===== src/rtl/tmds_decoder.sv =====
// Receive-side TMDS channel decoder: bit-slip alignment against control tokens,
// then per-symbol decode into pixel byte / control pair / data-enable.

module tmds_sym_decode (
  input  logic [9:0] sym_i,
  output logic       is_tok_o,
  output logic [1:0] tok_ctrl_o,
  output logic [7:0] data_o
);
  logic [7:0] x;

  always_comb begin
    is_tok_o   = 1'b1;
    tok_ctrl_o = 2'b00;
    case (sym_i)
      10'b1101010100: tok_ctrl_o = 2'b00;
      10'b0010101011: tok_ctrl_o = 2'b01;
      10'b0101010100: tok_ctrl_o = 2'b10;
      10'b1010101011: tok_ctrl_o = 2'b11;
      default:        is_tok_o   = 1'b0;
    endcase
  end

  // Undo the DC-balance inversion, then the XOR/XNOR transition chain.
  always_comb begin
    x         = sym_i[9] ? ~sym_i[7:0] : sym_i[7:0];
    data_o    = 8'h00;
    data_o[0] = x[0];
    for (int i = 1; i < 8; i++)
      data_o[i] = sym_i[8] ? (x[i] ^ x[i-1]) : ~(x[i] ^ x[i-1]);
  end
endmodule

module tmds_decoder #(
  parameter int LOCK_COUNT     = 16,
  parameter int SEARCH_TIMEOUT = 1024,
  parameter int DROP_COUNT     = 2048
) (
  input  logic       clk_pix,
  input  logic       rst,
  input  logic [9:0] rawIn,
  output logic [7:0] data,
  output logic [1:0] ctrl,
  output logic       de,
  output logic       locked,
  output logic [3:0] offset
);
  localparam int IDLE_MAX = (SEARCH_TIMEOUT > DROP_COUNT) ? SEARCH_TIMEOUT : DROP_COUNT;
  localparam int RUN_W    = $clog2(LOCK_COUNT + 1);
  localparam int IDLE_W   = $clog2(IDLE_MAX + 1);

  typedef enum logic {SEARCH = 1'b0, LOCKED = 1'b1} state_t;

  state_t            state_q, state_d;
  logic [9:0]        raw_q, sym_q, sym_d;
  logic [19:0]       hist;
  logic [4:0]        sel;
  logic [RUN_W-1:0]  run_q, run_d, run_inc;
  logic [IDLE_W-1:0] idle_q, idle_d, idle_inc;
  logic [3:0]        offset_q, offset_d;
  logic              skip_q, skip_d;
  logic [7:0]        data_q;
  logic [1:0]        ctrl_q;
  logic              de_q;

  logic              tok;
  logic [1:0]        tok_ctrl;
  logic [7:0]        dec;

  assign hist  = {rawIn, raw_q};
  assign sel   = {1'b0, offset_q};
  assign sym_d = hist[sel +: 10];

  tmds_sym_decode u_dec (
    .sym_i      (sym_q),
    .is_tok_o   (tok),
    .tok_ctrl_o (tok_ctrl),
    .data_o     (dec)
  );

  assign run_inc  = (run_q  == RUN_W'(LOCK_COUNT)) ? run_q  : run_q  + 1'b1;
  assign idle_inc = (idle_q == IDLE_W'(IDLE_MAX))  ? idle_q : idle_q + 1'b1;

  always_comb begin
    state_d  = state_q;
    run_d    = run_q;
    idle_d   = idle_q;
    offset_d = offset_q;
    skip_d   = 1'b0;
    case (state_q)
      SEARCH: begin
        // skip_q: sym_q was captured with the pre-slip offset, so ignore it.
        if (!skip_q) begin
          if (tok) begin
            run_d  = run_inc;
            idle_d = '0;
            if (run_inc == RUN_W'(LOCK_COUNT)) begin
              state_d = LOCKED;
              run_d   = '0;
            end
          end else if (idle_inc == IDLE_W'(SEARCH_TIMEOUT)) begin
            offset_d = (offset_q == 4'd9) ? 4'd0 : offset_q + 4'd1;
            run_d    = '0;
            idle_d   = '0;
            skip_d   = 1'b1;
          end else begin
            run_d  = '0;
            idle_d = idle_inc;
          end
        end
      end
      LOCKED: begin
        if (tok) begin
          idle_d = '0;
        end else if (idle_inc == IDLE_W'(DROP_COUNT)) begin
          state_d = SEARCH;
          run_d   = '0;
          idle_d  = '0;
        end else begin
          idle_d = idle_inc;
        end
      end
      default: state_d = SEARCH;
    endcase
  end

  // Outputs follow the next state so lock and the first decoded symbol share an edge.
  always_ff @(posedge clk_pix or posedge rst) begin
    if (rst) begin
      state_q  <= SEARCH;
      raw_q    <= '0;
      sym_q    <= '0;
      run_q    <= '0;
      idle_q   <= '0;
      offset_q <= '0;
      skip_q   <= 1'b0;
      data_q   <= '0;
      ctrl_q   <= '0;
      de_q     <= 1'b0;
    end else begin
      state_q  <= state_d;
      raw_q    <= rawIn;
      sym_q    <= sym_d;
      run_q    <= run_d;
      idle_q   <= idle_d;
      offset_q <= offset_d;
      skip_q   <= skip_d;
      if (state_d == LOCKED) begin
        if (tok) begin
          de_q   <= 1'b0;
          ctrl_q <= tok_ctrl;
          data_q <= '0;
        end else begin
          de_q   <= 1'b1;
          data_q <= dec;
        end
      end else begin
        de_q   <= 1'b0;
        ctrl_q <= '0;
        data_q <= '0;
      end
    end
  end

  assign data   = data_q;
  assign ctrl   = ctrl_q;
  assign de     = de_q;
  assign locked = (state_q == LOCKED);
  assign offset = offset_q;
endmodule


===== config.mk =====
export PLATFORM = sky130hd
export DESIGN_NAME = tmds_decoder
export DESIGN_NICKNAME = d
export VERILOG_FILES = /design/src/rtl/tmds_decoder.sv
export SDC_FILE = /design/constraint.sdc
export NUM_CORES = 1
export LEC_CHECK = 0
export ABC_CLOCK_PERIOD_IN_PS = 2500
export CAP_MARGIN = 30
export CORE_MARGIN = 2
export CORE_UTILIZATION = 53
export DETAILED_ROUTE_END_ITERATION = 7
export GPL_TIMING_DRIVEN = 0
export PLACE_DENSITY = 0.77
export REMOVE_ABC_BUFFERS = 1
export SLEW_MARGIN = 5
export SYNTH_ARGS = -nofsm -noshare
export SYNTH_HDL_FRONTEND = slang
export SYNTH_SLANG_ARGS = --single-unit
export TNS_END_PERCENT = 30

===== constraint.sdc =====
create_clock -name clk_pix -period 2.5 [get_ports clk_pix]
set_input_delay 0.5 -clock clk_pix [delete_from_list [all_inputs] [get_ports clk_pix]]
set_output_delay 0.5 -clock clk_pix [all_outputs]
set_load 0.02 [all_outputs]

==> results of run 1 <==
==> per-stage QoR <==
| stage | std cells | setup TNS [ns] |
|---|---|---|
| after floorplan | 336 | -0.02941 |
| after global placement | 440 | -20.48 |
| after detailed placement | 442 | -7.602 |
| after CTS | 463 | 0 |
| after global routing | 464 | -0.4940 |
| final | 464 | 0 |
==> logic make-up (layout without fill, tap and decap cells) <==
logic type,after synthesis,count (layout),synth area share (%)
AND/OR/NAND/NOR,126,126,20.12
adder cells (fa/ha/maj),6,6,2.171
multiplexers,28,28,12.02
AO/OA/AOI/OAI,86,86,16.47
flip-flops,54,54,39.09
XOR/XNOR,21,21,5.320
buffers and inverters,36,66,4.814
==> power by group <==
part	total [mW]	internal, mW	switching [mW]
clock network	0.518	0.208	0.310
logic	0.612	0.313	0.299
registers	1.09	0.949	0.145
==> layout make-up <==
type,count,area share [%]
clock inverters,3,0.7097
repair buffers,43,9.935
well taps,77,2.376
clock buffers,5,1.697
inverters,15,1.388
flip-flops and latches,54,33.72
multi-input cells,267,50.17
==> final timing paths <==
check | from | to | slack (ns) | cells after the start
min reg2reg | sym_q[6]$_DFF_PP0_ | data[6]$_DFF_PP0_ | 0.58 | 2
min | rst | de$_DFF_PP0_ | 0.43 | 2
max | idle_q[0]$_DFFE_PP0P_ | offset[3]$_DFFE_PP0P_ | 0.02 | 9
max in group asynchronous | rst | idle_q[1]$_DFFE_PP0P_ | 1.55 | 3
min in group clk_pix | sym_q[6]$_DFF_PP0_ | data[6]$_DFF_PP0_ | 0.58 | 2
max reg2reg | idle_q[0]$_DFFE_PP0P_ | offset[3]$_DFFE_PP0P_ | 0.02 | 9
==> placed cells by master (no fill, tap or decap), types with 3 or more instances in the layout <==
master / instances
and4_1: 4
buf_4: 15
inv_2: 5
a21o_1: 4
nand3_1: 13
or3_1: 5
a21oi_1: 17
mux2_2: 8
nand4_1: 5
nand2_1: 25
nor3_1: 5
clkbuf_8: 5
o21ai_0: 18
ha_1: 4
and2_1: 5
o31ai_1: 4
o22a_1: 3
inv_1: 10
mux4_2: 10
nor2_1: 35
mux2i_1: 10
dfrtp_2: 13
a211oi_1: 9
a31oi_1: 7
a22o_1: 6
xnor2_1: 19
dfrtp_1: 41
clkdlybuf4s50_1: 27
==> state kept, by name, indices dropped and copies added, names as in the netlist <==
| name | flops |
|---|---|
| ctrl | 2 |
| data | 8 |
| de | 1 |
| idle_q | 12 |
| locked | 1 |
| offset | 4 |
| raw_q | 10 |
| run_q | 5 |
| skip_q | 1 |
| sym_q | 10 |
==> metal layers <==
metal | vias up | share of wire, %
met4 | 0 | 1.7
li1 | 1376 | -
met1 | 1361 | 46
met5 | - | 0
met2 | 96 | 47
met3 | 12 | 5.6
==> repair_timing <==
action / 4_1_cts / 5_1_grt
resized for setup: 24 / 10
cloned: 0 / 0
pin swaps: 4 / 6
hold endpoints to repair: 0 / 0
setup endpoints to repair: 30 / 24
buffers inserted: 13 / 1
==> results.yml, run 1 <==
cells_and_area:
  fin_util_pct: 64.23
  stdcell_area_mm2: 0.004055
  antennaDiodeCount: 0
  drive_above_1_share_pct: 21.19
  multi_input_area_mm2: 0.002034
  area_growth_pct: 17.30
  regArea_mm2: 0.001368
  fill_cells: 501
  fin_nets: 404
clocking:
  htreeDepth: 2
  cts_tree: "yes"
  clockBufferDepth: 2
  cts-root-buf: "clkbuf_8"
  clk_pin_slew_ns: 0.11
  clock_sinks: 54
  insertion_delay_ns: 0.32
  cts_buffers: 5
  cts_hold_buf: 0
yosys:
  syn_area_mm2: 0.003457
  ys_ff_latch: 54
  yosysUniqueCellTypes: 59
  synth-warning-count: 0
  async_flop_share_pct: 100.0
  synthTopCellsByArea: "dfrtp_1 39%, mux4_2 6.5%, xnor2_1 4.8%"
  synth_top_area_share_pct: 39.09
  seq_area_frac_synth_pct: 39.09
  synth-edff-count: 0
  ys.flop_type: "dfrtp_1"
  post-synth-top-area-cell: "dfrtp_1"
  synthCells: 357
  yosys-top-cells-count: "54 x dfrtp_1, 37 x nor2_1, 25 x nand2_1"
  synth.avg_cell_area_um2: 9.684
  yosysMostFrequentCell: "dfrtp_1"
critical_path:
  required_ns: 2.75
  crit_buf_inv: 1
  worstPathCellList: "inv_2 -> ha_4 -> nor3b_4 -> and4_1 -> o2111ai_2 -> or3_4 -> a21o_4 -> or4_4 -> nand3_2"
  cp-end-kind: "flip-flop"
  crit_type: "flip-flop to flip-flop"
  crit_slowest_cell: "dfrtp_2"
  slowest_delay_ns: 0.46
  critPathArrivalTime_ns: 2.73
  path_delay_family: "simple AND/OR/NAND/NOR gates"
  start_kind: "flip-flop"
  cp_max_fo: 5
job:
  maxCapViolCount: 0
drt:
  vias_per_cell: 6.131
  first_pass_iters: 4
  drtIter0Drc: 260
  ant_nets: 0
  drc: 0
  drt-total-wl_um: 7547
  vias: 2845
  wl_per_cell_um: 16.27
global_routing:
  grt_pass1_wl_um: 12730
  grt_util_met2_pct: 33.21
  busiest_layer: "met2"
  overflow: 0
  use_met1_pct: 32.40
  gr-usage-met3_pct: 3.343
  grt_pass1_vias: 2605
  antenna_found_initial: 0
  track_usage_pct: 21.79
  grt_max_degree: 43
die:
  ios: 28
  dieArea_mm2: 0.007185
  die_w_um: 84.77
  coreArea_mm2: 0.006314
  start_util_pct: 54.76
  die_h_um: 84.77
  core.rowCount: 29
power_and_ir_drop:
  power.density_mw_per_mm2: 548.3
  leakage_nw: 1.593
  total_power_mw: 2.224
  peakVddDrop_mv: 0.4372
placement:
  pre_cts_ws_ns: -0.4155
  dpl-instance-area_mm2: 0.003741
  place.gp.congestion: 0.8738
  port_buffers: 27
  place_hpwl_um: 5145
sta:
  max_freq_mhz: 403.5
  tightest_slew_ns: 0.8150
  slew_violations: 0
  period_share_pct: 99.12
  rsz0062_at_grt: "true"
  finalSetupViolCount: 0
  skew_ns: 0.01039
  slew_headroom_pct: 45.56
  holdWs_ns: 0.4258
  min_period_ns: 2.478
  setup_ws_ns: 0.02198
  hold_viol_final: 0
hold_path:
  hp-class: "input port to async pin"
status:
  status: "complete, no violations"
(Power assumes the default switching activity.)
==> run 2, diff against run 1 <==
--- a/config.mk
+++ b/config.mk
@@ -5,8 +5,7 @@
 export SDC_FILE = /design/constraint.sdc
 export NUM_CORES = 1
 export LEC_CHECK = 0
-export ABC_CLOCK_PERIOD_IN_PS = 2500
-export CAP_MARGIN = 30
+export CAP_MARGIN = 40
 export CORE_MARGIN = 2
 export CORE_UTILIZATION = 53
 export DETAILED_ROUTE_END_ITERATION = 7
==> results.yml, run 2 (synthesis gave the netlist of run 1 again) <==
status:
  status: "finished, violations left"
  violations: "setup timing"
power_and_ir_drop:
  leakage_nw: 1.592
  peakVddDrop_mv: 0.4874
  power.density_mw_per_mm2: 552.4
  total_power_mw: 2.248
drt:
  vias: 2893
  first_pass_iters: 5
  vias_per_cell: 6.262
  ant_nets: 0
  drc: 0
  drtIter0Drc: 294
  wl_per_cell_um: 16.50
  drt-total-wl_um: 7623
cells_and_area:
  stdcell_area_mm2: 0.004070
  fin_nets: 402
  layout_common_cells: "45 x dfrtp_1, 34 x nor2_1, 27 x clkdlybuf4s50_1"
  largest_reg_flops: 12
  drive_above_1_share_pct: 19.74
  antennaDiodeCount: 0
  layout_commonest_cell: "dfrtp_1"
  largest_registers: "idle_q: 12 flops, raw_q: 10 flops, sym_q: 10 flops"
  top_register: "idle_q"
  fill_cells: 490
  area_growth_pct: 17.73
critical_path:
  reg2regPathDepth: 7
  required_ns: 2.70
  r2r_slack_ns: -0.07
  crit_type: "flip-flop to flip-flop"
  timing.rr.end: "offset[1]$_DFFE_PP0P_"
  critPathArrivalTime_ns: 2.77
  rr_startpoint: "idle_q[10]$_DFFE_PP0P_"
  start_kind: "flip-flop"
  cp-end-kind: "flip-flop"
  cp_max_fo: 9
placement:
  port_buffers: 27
  place_hpwl_um: 5179
  place.gp.congestion: 0.8738
  dpl-instance-area_mm2: 0.003769
die:
  die_h_um: 84.77
  dieArea_mm2: 0.007185
  ios: 28
  core.rowCount: 29
  start_util_pct: 54.76
  coreArea_mm2: 0.006314
  die_w_um: 84.77
sta:
  finalSetupViolCount: 1
  setup_ws_ns: -0.06999
  slew_violations: 0
  slew_headroom_pct: 45.56
  rsz0062_at_grt: "true"
  tightest_slew_ns: 0.8167
  finalSetupTns_ns: -0.06999
  skew_ns: 0.01028
  period_share_pct: 102.8
  hold_viol_final: 0
  holdWs_ns: 0.4503
  max_freq_mhz: 389.1
  min_period_ns: 2.570
clocking:
  cts_tree: "yes"
  insertion_delay_ns: 0.32
  cts_hold_buf: 0
  htreeDepth: 2
  cts_buffers: 5
  clk_pin_slew_ns: 0.11
  cts-root-buf: "clkbuf_8"
  clock_sinks: 54
  clockBufferDepth: 2
global_routing:
  grt_pass1_vias: 2612
  track_usage_pct: 21.35
  grt_max_degree: 41
  antenna_found_initial: 0
  grt_pass1_wl_um: 12580
  overflow: 0
job:
  maxCapViolCount: 0
hold_path:
  hp-class: "input port to async pin"
==> run 2: cell count changes in the layout (fill, tap and decap cells not counted), sizes merged <==
cell	previous run	this run
buf	16	14
==> run 2: area by class of cell <==
cell class,instances,area [um^2],area share (%)
well taps,77,96.34,2.367
clock buffers,5,68.82,1.691
multi-input cells,267,2049,50.35
clock inverters,3,28.78,0.7070
inverters,15,56.30,1.383
flip-flops and latches,54,1363,33.48
repair buffers,41,407.9,10.02
==> run 2: worst max-delay path: stages, from the launching register on <==
cell       delay, ns
dfrtp_2         0.50
nor4b_4         0.37
and4_1          0.26
o2111ai_2       0.14
or3_4           0.46
a21o_4          0.23
nor2_2          0.15
mux2_2          0.34
==> run 2: timing repair <==
| item | in CTS | in global routing |
|---|---|---|
| setup buffers | 10 | 1 |
| resized for setup | 21 | 11 |
| pin swaps | 5 | 11 |
| endpoints found under the setup margin | 29 | 15 |
==> run 2: how the worst max path moves through the flow <==
stage	startpoint	end	slack (ns)	cells after the start
3_3_place_gp	idle_q[0]$_DFFE_PP0P_	idle_q[0]$_DFFE_PP0P_	-0.41	8
6_report	idle_q[10]$_DFFE_PP0P_	offset[1]$_DFFE_PP0P_	-0.07	7
5_1_grt	idle_q[0]$_DFFE_PP0P_	offset[1]$_DFFE_PP0P_	-0.11	9
4_1_cts	idle_q[0]$_DFFE_PP0P_	offset[3]$_DFFE_PP0P_	0.003	9
2_1_floorplan	idle_q[0]$_DFFE_PP0P_	offset[3]$_DFFE_PP0P_	-0.03	8
3_5_place_dp	idle_q[0]$_DFFE_PP0P_	idle_q[6]$_DFFE_PP0P_	-0.38	8
==> run 2: where the power goes <==
group          total [mW]  switching [mW]  leakage (nW)  internal (mW)
sequential           1.10           0.151         0.683          0.948
clock               0.528           0.320        0.0502          0.208
combinational       0.620           0.303         0.859          0.317
total                2.25           0.775          1.59           1.47
==> run 2: metrics by stage <==
stage / instances / setup WS (ns) / utilization, %
finish: 462 / -0.06999 / 64.47
global route: 462 / -0.1141 / 64.47
CTS: 461 / 0.003327 / 63.42
detailed placement: 443 / -0.3805 / 59.69
global placement: 440 / -0.4135 / 58.82
floorplan: 336 / -0.02941 / -
==> run 2: metal layers <==
metal  wire, um  vias up  share of wire, %  track usage (%)
li1           -     1368                 -                -
met3        437       12               5.7            3.048
met2       3669      121                48            34.07
met1       3387     1392                44            31.03
met5          0        -                 0                0
met4        129        0               1.7            5.051
==> run 3, diff against run 2 <==
--- a/config.mk
+++ b/config.mk
@@ -10,6 +10,7 @@
 export CORE_UTILIZATION = 53
 export DETAILED_ROUTE_END_ITERATION = 7
 export GPL_TIMING_DRIVEN = 0
+export HOLD_SLACK_MARGIN = 0.05
 export PLACE_DENSITY = 0.77
 export REMOVE_ABC_BUFFERS = 1
 export SLEW_MARGIN = 5
==> constraint.sdc (replaced) <==
create_clock -name clk_pix -period 2.5 [get_ports clk_pix]
set_input_delay 0.375 -clock clk_pix [delete_from_list [all_inputs] [get_ports clk_pix]]
set_output_delay 0.375 -clock clk_pix [all_outputs]
set_load 0.02 [all_outputs]
==> results of run 3 <==
Same layout as run 2 (identical final DEF). Status: finished, violations left: setup timing.
Main changes from that run: hold slack 0.4503 ns -> 0.3253 ns
